File: src/rtl/food_place_ctrl.sv
// Food placement sequencer: steps the X/Y position generators, range-checks each
// candidate, asks the body memory whether the cell is free, and retries up to MAX_TRIES.
module food_place_ctrl #(
  parameter int X_MAX     = 79,
  parameter int Y_MAX     = 59,
  parameter int MAX_TRIES = 16
) (
  input  logic       clk,
  input  logic       rst_n,
  input  logic       place_req,
  input  logic [6:0] rnd_x,
  input  logic [6:0] rnd_y,
  output logic       rnd_ce,
  output logic       occ_req,
  output logic [6:0] occ_x,
  output logic [6:0] occ_y,
  input  logic       occ_ack,
  input  logic       occ_hit,
  output logic [6:0] food_x,
  output logic [6:0] food_y,
  output logic       food_valid,
  output logic       busy,
  output logic       fail
);

  localparam logic [6:0] X_LIM = 7'(X_MAX);
  localparam logic [6:0] Y_LIM = 7'(Y_MAX);

  typedef enum logic [1:0] {IDLE, ADVANCE, SAMPLE, QUERY} state_t;

  state_t     state;
  logic [7:0] tries;
  logic [6:0] cand_x;
  logic [6:0] cand_y;

  logic [8:0] tries_inc;
  logic [7:0] tries_sat;
  logic       last_try;
  logic       range_bad;
  logic       reject;

  always_comb begin
    tries_inc = {1'b0, tries} + 9'd1;
    tries_sat = (tries == 8'hFF) ? tries : tries_inc[7:0];
    last_try  = (tries_inc == 9'(MAX_TRIES));
    range_bad = (rnd_x > X_LIM) || (rnd_y > Y_LIM);
    reject    = ((state == SAMPLE) && range_bad) ||
                ((state == QUERY) && occ_ack && occ_hit);
  end

  // A rejected candidate, from either the range check or an occupied cell, shares
  // one retry path; it overrides whatever the per-state branch scheduled.
  always_ff @(posedge clk or negedge rst_n) begin
    if (!rst_n) begin
      state      <= IDLE;
      tries      <= 8'd0;
      cand_x     <= 7'd0;
      cand_y     <= 7'd0;
      rnd_ce     <= 1'b0;
      occ_req    <= 1'b0;
      occ_x      <= 7'd0;
      occ_y      <= 7'd0;
      food_x     <= 7'd0;
      food_y     <= 7'd0;
      food_valid <= 1'b0;
      busy       <= 1'b0;
      fail       <= 1'b0;
    end else begin
      rnd_ce <= 1'b0;
      fail   <= 1'b0;
      case (state)
        IDLE: begin
          if (place_req) begin
            state      <= ADVANCE;
            rnd_ce     <= 1'b1;
            food_valid <= 1'b0;
            busy       <= 1'b1;
            tries      <= 8'd0;
          end
        end
        ADVANCE: begin
          state <= SAMPLE;
        end
        SAMPLE: begin
          cand_x <= rnd_x;
          cand_y <= rnd_y;
          if (!range_bad) begin
            state   <= QUERY;
            occ_req <= 1'b1;
            occ_x   <= rnd_x;
            occ_y   <= rnd_y;
          end
        end
        QUERY: begin
          if (occ_ack) begin
            occ_req <= 1'b0;
            if (!occ_hit) begin
              food_x     <= cand_x;
              food_y     <= cand_y;
              food_valid <= 1'b1;
              busy       <= 1'b0;
              state      <= IDLE;
            end
          end
        end
        default: state <= IDLE;
      endcase

      if (reject) begin
        tries <= tries_sat;
        if (last_try) begin
          fail  <= 1'b1;
          busy  <= 1'b0;
          state <= IDLE;
        end else begin
          rnd_ce <= 1'b1;
          state  <= ADVANCE;
        end
      end
    end
  end

endmodule

File: config.mk
export PLATFORM = sky130hd
export DESIGN_NAME = food_place_ctrl
export DESIGN_NICKNAME = d
export VERILOG_FILES = /design/src/rtl/food_place_ctrl.sv
export SDC_FILE = /design/constraint.sdc
export NUM_CORES = 1
export LEC_CHECK = 0
export ABC_CLOCK_PERIOD_IN_PS = 2800
export BUFFER_PORTS_ARGS = -buffer_cell sky130_fd_sc_hd__buf_4
export CAP_MARGIN = 20
export CELL_PAD_IN_SITES_DETAIL_PLACEMENT = 1
export CELL_PAD_IN_SITES_GLOBAL_PLACEMENT = 1
export CORE_ASPECT_RATIO = 2
export CORE_UTILIZATION = 40
export CTS_CLUSTER_SIZE = 25
export DETAILED_ROUTE_END_ITERATION = 7
export GPL_ROUTABILITY_DRIVEN = 0
export HOLD_SLACK_MARGIN = 0.1
export PLACE_DENSITY_LB_ADDON = 0.15
export REMOVE_ABC_BUFFERS = 1
export SYNTH_ARGS = -nofsm -noshare
export SYNTH_HDL_FRONTEND = slang
export SYNTH_SLANG_ARGS = --single-unit
File: constraint.sdc
create_clock -name clk -period 2.8 [get_ports clk]
set_clock_uncertainty 0.2 [all_clocks]
set_input_delay 0.56 -clock clk [delete_from_list [all_inputs] [get_ports clk]]
set_output_delay 0.56 -clock clk [all_outputs]
set_load 0.01 [all_outputs]
==> results of run 1 <==
[per-layer routing]
| metal | global-route usage, % | share of wire [%] |
|---|---|---|
| met4 | 8.57 | 1.5 |
| met1 | 20.4 | 37 |
| met5 | 0 | 0 |
| met2 | 36.9 | 58 |
| met3 | 5.20 | 3.5 |
[area by class of cell]
cell class | count | area (um2) | area share [%]
Inverter | 4 | 15.0 | 0.450
Clock inverter | 7 | 119 | 3.56
Timing Repair Buffer | 52 | 390 | 11.7
Tap cell | 84 | 105 | 3.15
Sequential cell | 57 | 1430 | 42.7
Clock buffer | 9 | 225 | 6.74
Multi-Input combinational cell | 128 | 1060 | 31.7
[power breakdown]
group | switching [W] | internal [W] | leakage, nW | total [W]
combinational | 0.000596 | 0.000725 | 0.642 | 0.00132
sequential | 0.000224 | 0.00119 | 0.702 | 0.00142
clock | 0.000380 | 0.000867 | 0.162 | 0.00125
[cells by family after synthesis]
kind of cell	synth area share [%]
compound gates	12.1
xor+xnor	0.691
fa+ha+maj	2.47
buf+inv	1.93
flops	56.3
mux	18.7
simple gates	7.85
[final timing paths]
kind	start	to	slack (ns)	depth (start not counted)
min in group clk	rnd_x[1]	occ_x[1]$_DFFE_PN0P_	0.28	2
max	state[1]$_DFFE_PN0P_	tries[0]$_DFFE_PN0P_	0.58	6
max in group asynchronous	rst_n	state[0]$_DFFE_PN0P_	1.82	1
min	rst_n	occ_x[1]$_DFFE_PN0P_	0.09	1
max reg2reg	state[1]$_DFFE_PN0P_	tries[0]$_DFFE_PN0P_	0.58	6
min reg2reg	cand_y[0]$_DFFE_PN0P_	food_y[0]$_DFFE_PN0P_	0.30	1
[stage by stage]
step / instance area, um2 / hold WS, ns
2_1_floorplan: 2500 / 0.0644
3_3_place_gp: 3000 / 0.271
3_5_place_dp: 3000 / 0.294
4_1_cts: 3340 / 0.115
5_1_grt: 3340 / 0.152
6_report: 3340 / 0.0902
[placed cells by master, fill, tap and decap left out, types with 2 or more instances in the layout]
cell and instances:
a311oi_1 2, o21ai_0 6, a31oi_1 5, and2_1 2, xnor2_1 2, nand2_1 10, dfrtp_1 57, nand3_1 6
bufinv_16 3, o31ai_1 2, ha_1 5, nand3_2 2, a21boi_0 2, buf_4 52, nor2b_1 2, a22o_1 4
a211oi_1 2, nor2_1 7, clkinvlp_4 2, nand2b_1 3, inv_1 4, a21oi_1 9, mux2_2 42, clkbuf_16 9
[registers in the layout (all words and copies together) (netlist names)]
register	count
occ_x	7
rnd_ce	1
occ_y	7
food_y	7
food_x	7
cand_x	7
busy	1
fail	1
cand_y	7
tries	8
state	2
food_valid	1
occ_req	1
[critical path, stage by stage (launching register included)]
cell and delay [ns]:
dfrtp_1 0.39, ha_1 0.32, nand3_1 0.19, a31oi_4 0.44
a21oi_2 0.09, a31o_1 0.22, mux2_2 0.26
==> reports/metrics.csv, run 1 <==
stage,metric,value,unit
outcome,status,finished clean,
cts,H-tree levels,3,
floorplan,num ports,52,
cts,CTS root buf,clkbuf_16,
detailed_routing,WL per Instance,17.2,um
layout,fin util,55.1,%
layout,Layout fillers,635,
detailed_routing,Detailed Route Iter0 Violations,39,
grt,total grt overflow,0,
floorplan,Die ar.,6680,um2
layout,Final nets,276,
sta,Worst Tran Pin Value,0.743,ns
logic_synthesis,syn avg cell area,13.0,um2
layout,share of post-route cells with drive strength above 1,45.1,%
sta,Fin. Hold Viols,0,
logic_synthesis,ys flop type,dfrtp_1,
sta,final worst-path setup slack,0.576,ns
logic_synthesis,Post-synth EDFFs,0,
logic_synthesis,Synth warnings,0,
logic_synthesis,Async SR Flop Fraction,100,%
cts,# hold bufs at CTS,0,
detailed_routing,Detail Route Antenna Nets,0,
floorplan,Starting Density,41.8,%
logic_synthesis,Post-Synthesis Cell Area,2530,um2
cts,CTS Buffer Depth,2,
place,Placed Cells incl. Taps,325,
logic_synthesis,Synth top cells by count,"dfrtp_1, mux2_2, nand2_1, a21oi_1, nor2_1",
cts,clk sink count,57,
detailed_routing,drt first pass iters,4,
logic_synthesis,"area leader, netlist",dfrtp_1,
pwr,overall power,0.00399,W
logic_synthesis,cells after synthesis,195,
sta,Slew headroom,50.3,%
critical_path,Startpoint Class,flip-flop,
grt,initial antenna violation count,0,
floorplan,FP Rows,40,
critical_path,WS Path Type,flip-flop to flip-flop,
cts,postcts setup bufs,0,
grt,gr usage total,20.0,%
place,Post-DP HPWL,4290,um
cts,"Clk Latency, worst-skew pair",0.32,ns
critical_path,arrival time at the worst endpoint,2.23,ns
detailed_routing,via density per instance,5.18,
place,Placement Setup Slack,0.595,ns
cts,"Reg clk slew, reported paths",0.05,ns
grt,first-pass GRT wire length,9550,um
pwr,pwr/cell area,1190,nW/um2
place,Port Buffer Count,51,
cts,CTS tree,built,
floorplan,die height,115,um
sta,setup violators final,0,
pwr,Pleak,1.51,nW
layout,Antenna Cells,0,
logic_synthesis,Yosys cell types,39,
floorplan,Core ar.,6060,um2
cts,post_cts resized,0,
layout,Area Growth Syn to Fin,31.8,%
logic_synthesis,share of the synthesized area in the top cell type,56.3,%
detailed_routing,WL final,5860,um
min_path,Hold Path Class,input port to async pin,
logic_synthesis,ranking of synthesized cells by area,"dfrtp_1, mux2_2, ha_1, a21oi_1, nand2_1",
grt,largest net degree at the start of global routing,58,
critical_path,Worst Path Required,2.81,ns
sta,max frequency,0.450,GHz
critical_path,Worst Setup End Kind,flip-flop,
run,maxcap violations,0,
sta,setup_tns,0,ns
grt,vias in the first global route,1880,
floorplan,DIE WIDTH,58.3,um
sta,fin crit period,2.22,ns
sta,RSZ-0062 raised after global routing,false,
critical_path,crit-path max FO,17,
layout,Post-Layout Cell Count,341,
logic_synthesis,register area share after synthesis,56.3,%
detailed_routing,via count,1765,
logic_synthesis,"count leader, synth",dfrtp_1,
detailed_routing,DR DRC count,0,
sta,Max Slew Vio Count,0,
logic_synthesis,Yosys reg bits,57,
sta,Final Cycle Share,79.4,%
cts,Num CTS Buffers,9,
pwr,worst vdd ir,0.457,mV
(Power assumes the default switching activity.)
==> run 2: changes to the inputs <==
--- a/config.mk
+++ b/config.mk
@@ -5,7 +5,7 @@
 export SDC_FILE = /design/constraint.sdc
 export NUM_CORES = 1
 export LEC_CHECK = 0
-export ABC_CLOCK_PERIOD_IN_PS = 2800
+export ABC_CLOCK_PERIOD_IN_PS = 2190
 export BUFFER_PORTS_ARGS = -buffer_cell sky130_fd_sc_hd__buf_4
 export CAP_MARGIN = 20
 export CELL_PAD_IN_SITES_DETAIL_PLACEMENT = 1
==> constraint.sdc (replaced) <==
create_clock -name clk -period 2.19 [get_ports clk]
set_clock_uncertainty 0.2 [all_clocks]
set_input_delay 0.438 -clock clk [delete_from_list [all_inputs] [get_ports clk]]
set_output_delay 0.438 -clock clk [all_outputs]
set_load 0.01 [all_outputs]
==> run 2 against run 1 <==
Global-route usage increased by 0.30 points; worst hold slack improved by 0.069 ns; maximum frequency increased by 12%; setup slack got worse by 0.38 ns; via count increased by 2.5%; critical endpoint unchanged; sequential power increased by 27%; register-to-register slack got worse by 0.38 ns; wire length increased by 1.8%; critical path depth unchanged; non-clock buffer count increased by 9.
==> reports/metrics.csv, run 2 (synthesized netlist as in run 1, its figures left out) <==
stage,metric,value,unit
floorplan,Starting Density,41.8,%
sta,Worst Tran Pin Value,0.727,ns
pwr,pwr/cell area,1470,nW/um2
place,Post-DP HPWL,4230,um
floorplan,FP Rows,40,
grt,vias in the first global route,1951,
detailed_routing,WL per Instance,17.1,um
layout,Area Growth Syn to Fin,33.3,%
pwr,overall power,0.00496,W
cts,CTS Buffer Depth,2,
critical_path,CP peak stage delay,0.40,ns
detailed_routing,drt first pass iters,4,
layout,most frequent cells in the layout,"buf_4, dfrtp_1, mux2_2",
sta,setup_tns,0,ns
critical_path,Startpoint Class,flip-flop,
critical_path,Worst Setup End Kind,flip-flop,
grt,total grt overflow,0,
sta,max frequency,0.502,GHz
cts,postcts setup bufs,0,
sta,Slew headroom,51.5,%
floorplan,DIE WIDTH,58.3,um
outcome,status,finished clean,
layout,max reg flops,8,
sta,Fin. Hold Viols,0,
sta,fin crit period,1.99,ns
detailed_routing,DR DRC count,0,
critical_path,Reg-to-Reg Start,state[1]$_DFFE_PN0P_,
sta,Max Slew Vio Count,0,
min_path,"Endpoint, Worst Hold",occ_y[1]$_DFFE_PN0P_,
sta,RSZ-0062 raised after global routing,false,
floorplan,num ports,52,
detailed_routing,via count,1809,
layout,area of the multi-input gates,1060,um2
critical_path,Crit path max-delay family,compound AO/OA/AOI/OAI gates,
layout,register area,1430,um2
sta,setup violators final,0,
critical_path,WS Path Type,flip-flop to flip-flop,
pwr,worst vdd ir,0.611,mV
min_path,hold path cells,2,
cts,"Clk Latency, worst-skew pair",0.32,ns
critical_path,crit-path max FO,8,
cts,CTS root buf,clkbuf_16,
layout,Final nets,285,
cts,"Reg clk slew, reported paths",0.05,ns
run,maxcap violations,0,
place,Port Buffer Count,51,
min_path,Hold Startpoint,rnd_y[1],
layout,"commonest non-fill, non-tap cell in the layout",buf_4,
critical_path,CP Buf/Inv Count,0,
grt,first-pass GRT wire length,9830,um
layout,Post-Layout Cell Count,350,
grt,initial antenna violation count,0,
place,Placed Cells incl. Taps,333,
min_path,Hold Path Class,input port to flip-flop,
critical_path,Critical R2R Capture,tries[0]$_DFFE_PN0P_,
layout,Layout fillers,628,
grt,gr usage total,20.3,%
detailed_routing,Detailed Route Iter0 Violations,27,
cts,clk sink count,57,
detailed_routing,WL final,5970,um
floorplan,die height,115,um
critical_path,R2R Setup Slk,0.20,ns
critical_path,arrival time at the worst endpoint,2.00,ns
cts,Num CTS Buffers,9,
critical_path,Critical Path Slowest Stage Cell,dfrtp_1,
floorplan,Die ar.,6680,um2
pwr,Pleak,1.54,nW
layout,Reg with most FFs,tries,
floorplan,Core ar.,6060,um2
sta,Final Cycle Share,91.0,%
detailed_routing,via density per instance,5.17,
grt,largest net degree at the start of global routing,58,
critical_path,R2R depth,6,
critical_path,CP Cell Sequence,ha_2 -> a31oi_1 -> a31oi_4 -> a21oi_2 -> a31o_1 -> mux2_2,
critical_path,Worst Path Required,2.19,ns
layout,Antenna Cells,0,
cts,CTS tree,built,
cts,H-tree levels,3,
detailed_routing,Detail Route Antenna Nets,0,
layout,share of post-route cells with drive strength above 1,46.2,%
run 2: worst register-to-register path, stage by stage (launching register included):
cell	delay [ns]
dfrtp_1	0.40
ha_2	0.28
a31oi_1	0.15
a31oi_4	0.27
a21oi_2	0.09
a31o_1	0.23
mux2_2	0.26
run 2: worst max-delay path by stage:
stage / start / endpoint / slack [ns] / depth (start not counted)
global route: state[0]$_DFFE_PN0P_ / occ_x[6]$_DFFE_PN0P_ / 0.01 / 5
floorplan: state[0]$_DFFE_PN0P_ / tries[0]$_DFFE_PN0P_ / -0.11 / 7
detailed placement: rnd_x[5] / occ_x[6]$_DFFE_PN0P_ / 0.11 / 4
finish: state[1]$_DFFE_PN0P_ / tries[0]$_DFFE_PN0P_ / 0.20 / 6
global placement: state[1]$_DFFE_PN0P_ / tries[0]$_DFFE_PN0P_ / 0.1 / 6
CTS: state[1]$_DFFE_PN0P_ / tries[0]$_DFFE_PN0P_ / 0.10 / 6
run 2: layout make-up:
cell class                 count  area share [%]
clock buffer                  14            8.11
sequential                    57            42.2
multi-input combinational    128            31.4
timing repair buffer          61            13.6
inverter                       4           0.445
tap                           84            3.11
clock inverter                 2            1.04
run 2: timing repair:
item / in CTS / in global routing
hold endpoints to repair: 57 / 0
setup endpoints to repair: 0 / 1
resized for setup: 0 / 1
hold buffers: 1 / 0
run 2: where the power goes:
group	leakage (nW)	switching, W	internal, W
clock network	0.153	0.000442	0.000970
logic	0.685	0.000781	0.000965
registers	0.702	0.000271	0.00153
total	1.54	0.00149	0.00346
run 2: per-layer routing:
layer | wire length (um) | part of all wire (%) | vias to the layer above | GRT usage (%)
met4 | 124 | 2.1 | 0 | 9.05
met2 | 3420 | 57 | 41 | 37.0
met1 | 2260 | 38 | 916 | 21.4
met3 | 165 | 2.8 | 8 | 4.52
li1 | - | - | 844 | -
met5 | 0 | 0 | - | 0
run 2: stage by stage:
step	instance area, um2	utilization [%]	hold slack, ns	setup WS (ns)
4_1_cts	3370	55.7	0.150	0.102
2_1_floorplan	2500	-	-0.0576	-0.107
3_5_place_dp	3060	50.5	0.290	0.107
3_3_place_gp	3060	50.5	0.270	0.0983
5_1_grt	3380	55.8	0.157	0.0149
6_report	3380	55.8	0.159	0.196
==> run 3: changes to the inputs <==
--- a/config.mk
+++ b/config.mk
@@ -17,6 +17,7 @@
 export GPL_ROUTABILITY_DRIVEN = 0
 export HOLD_SLACK_MARGIN = 0.1
 export PLACE_DENSITY_LB_ADDON = 0.15
+export RECOVER_POWER = 100
 export REMOVE_ABC_BUFFERS = 1
 export SYNTH_ARGS = -nofsm -noshare
 export SYNTH_HDL_FRONTEND = slang
==> run 3 against run 2 <==
Utilization is 2.2 points lower; clock power about the same; setup slack got worse by 0.052 ns; final area fell by 4.0%; worst hold slack is essentially flat; die area unchanged; via count hardly changed; sequential share of layout area rose by 1.7 points; sequential power about the same; final cell count stayed put; critical path depth is the same; largest cell class unchanged; first-iteration DRC count decreased by 11%.
==> reports/metrics.csv, run 3 (synthesized netlist as in run 1, its figures left out) <==
stage,metric,value,unit
sta,Worst Tran Pin Value,0.786,ns
min_path,Hold Path Class,input port to flip-flop,
sta,RSZ-0062 raised after global routing,false,
critical_path,Worst Path Required,2.19,ns
critical_path,Critical R2R Capture,tries[0]$_DFFE_PN0P_,
layout,most frequent cells in the layout,"dfrtp_1, mux2_2, clkbuf_1",
detailed_routing,Detail Route Antenna Nets,0,
layout,Antenna Cells,0,
detailed_routing,Detailed Route Iter0 Violations,24,
floorplan,num ports,52,
floorplan,Die ar.,6680,um2
cts,"Reg clk slew, reported paths",0.05,ns
layout,Reg with most FFs,tries,
grt,initial antenna violation count,0,
sta,max frequency,0.489,GHz
cts,"Clk Latency, worst-skew pair",0.32,ns
critical_path,R2R depth,6,
critical_path,Startpoint Class,flip-flop,
min_path,Hold Startpoint,rnd_y[1],
floorplan,die height,115,um
pwr,pwr/cell area,1450,nW/um2
cts,Num CTS Buffers,9,
cts,clk sink count,57,
grt,first-pass GRT wire length,9830,um
floorplan,FP Rows,40,
layout,Area Growth Syn to Fin,28.0,%
detailed_routing,via count,1810,
sta,setup violators final,0,
cts,CTS root buf,clkbuf_16,
critical_path,crit path capture,tries[0]$_DFFE_PN0P_,
sta,hold slack,0.159,ns
grt,largest net degree at the start of global routing,58,
pwr,Pleak,1.41,nW
place,Port Buffer Count,51,
critical_path,crit-path max FO,8,
layout,Final nets,285,
critical_path,Reg-to-Reg Start,state[1]$_DFFE_PN0P_,
cts,CTS Buffer Depth,2,
floorplan,Starting Density,41.8,%
grt,total grt overflow,0,
sta,setup_tns,0,ns
detailed_routing,drt first pass iters,4,
layout,share of post-route cells with drive strength above 1,32.7,%
sta,fin crit period,2.05,ns
outcome,status,finished clean,
grt,vias in the first global route,1951,
pwr,worst vdd ir,0.595,mV
run,maxcap violations,0,
detailed_routing,DR DRC count,0,
layout,max reg flops,8,
detailed_routing,via density per instance,5.17,
floorplan,DIE WIDTH,58.3,um
detailed_routing,WL final,5970,um
sta,Fin. Hold Viols,0,
grt,gr usage total,20.3,%
critical_path,Worst Setup End Kind,flip-flop,
sta,Slew headroom,47.6,%
critical_path,R2R Setup Slk,0.14,ns
layout,"commonest non-fill, non-tap cell in the layout",dfrtp_1,
floorplan,Core ar.,6060,um2
cts,CTS tree,built,
sta,Final Cycle Share,93.4,%
sta,Max Slew Vio Count,0,
critical_path,Critical Path Source,state[1]$_DFFE_PN0P_,
detailed_routing,WL per Instance,17.1,um
critical_path,WS Path Type,flip-flop to flip-flop,
layout,fin util,53.6,%
critical_path,arrival time at the worst endpoint,2.05,ns
cts,H-tree levels,3,
place,Post-DP HPWL,4230,um
pwr,overall power,0.00471,W
==> run 3: cell type report <==
| class | count | area (um2) |
|---|---|---|
| Fill cell | 647 | 2810 |
| Clock inverter | 2 | 35.0 |
| Timing Repair Buffer | 61 | 330 |
| Sequential cell | 57 | 1430 |
| Tap cell | 84 | 105 |
| Clock buffer | 14 | 274 |
| Multi-Input combinational cell | 128 | 1060 |
| Inverter | 4 | 15.0 |
==> run 3: worst max-delay path: stages (launching register included) <==
cell	delay, ns
dfrtp_1	0.40
ha_2	0.28
a31oi_1	0.15
a31oi_4	0.26
a21oi_1	0.13
a31o_1	0.25
mux2_2	0.26
==> run 3: what timing repair did <==
item,in CTS,in global routing
gates resized for setup,0,1
endpoints found under the hold margin,57,0
setup buffers,0,0
hold buffers,1,0
setup endpoints to repair,0,1
==> run 3: worst min path at each step <==
| stage | end | cells after the start | slack [ns] |
|---|---|---|---|
| finish | occ_y[1]$_DFFE_PN0P_ | 2 | 0.16 |
| global route | occ_x[1]$_DFFE_PN0P_ | 2 | 0.16 |
| CTS | occ_y[1]$_DFFE_PN0P_ | 2 | 0.15 |
| detailed placement | occ_y[6]$_DFFE_PN0P_ | 1 | 0.29 |
| global placement | occ_y[6]$_DFFE_PN0P_ | 1 | 0.27 |
| floorplan | busy$_DFF_PN0_ | 0 | -0.06 |
==> run 3: layer usage <==
| metal | GRT usage (%) | up-vias | part of all wire (%) |
|---|---|---|---|
| li1 | - | 843 | - |
| met1 | 21.4 | 918 | 39 |
| met2 | 37.0 | 41 | 57 |
| met3 | 4.52 | 8 | 2.8 |
| met4 | 9.05 | 0 | 2.1 |
| met5 | 0 | - | 0 |
==> run 3: where the power goes <==
group / leakage [nW] / internal, W / switching, W
Combinational: 0.553 / 0.000729 / 0.000783
Sequential: 0.702 / 0.00153 / 0.000264
Clock: 0.153 / 0.000970 / 0.000442
==> run 3: per-stage QoR <==
| stage | setup WS [ns] | std cells | cell area, um2 |
|---|---|---|---|
| 3_3_place_gp | 0.0983 | 333 | 3060 |
| 2_1_floorplan | -0.107 | 189 | 2500 |
| 5_1_grt | 0.0135 | 350 | 3240 |
| 6_report | 0.144 | 350 | 3240 |
| 4_1_cts | 0.102 | 350 | 3370 |
| 3_5_place_dp | 0.107 | 333 | 3060 |
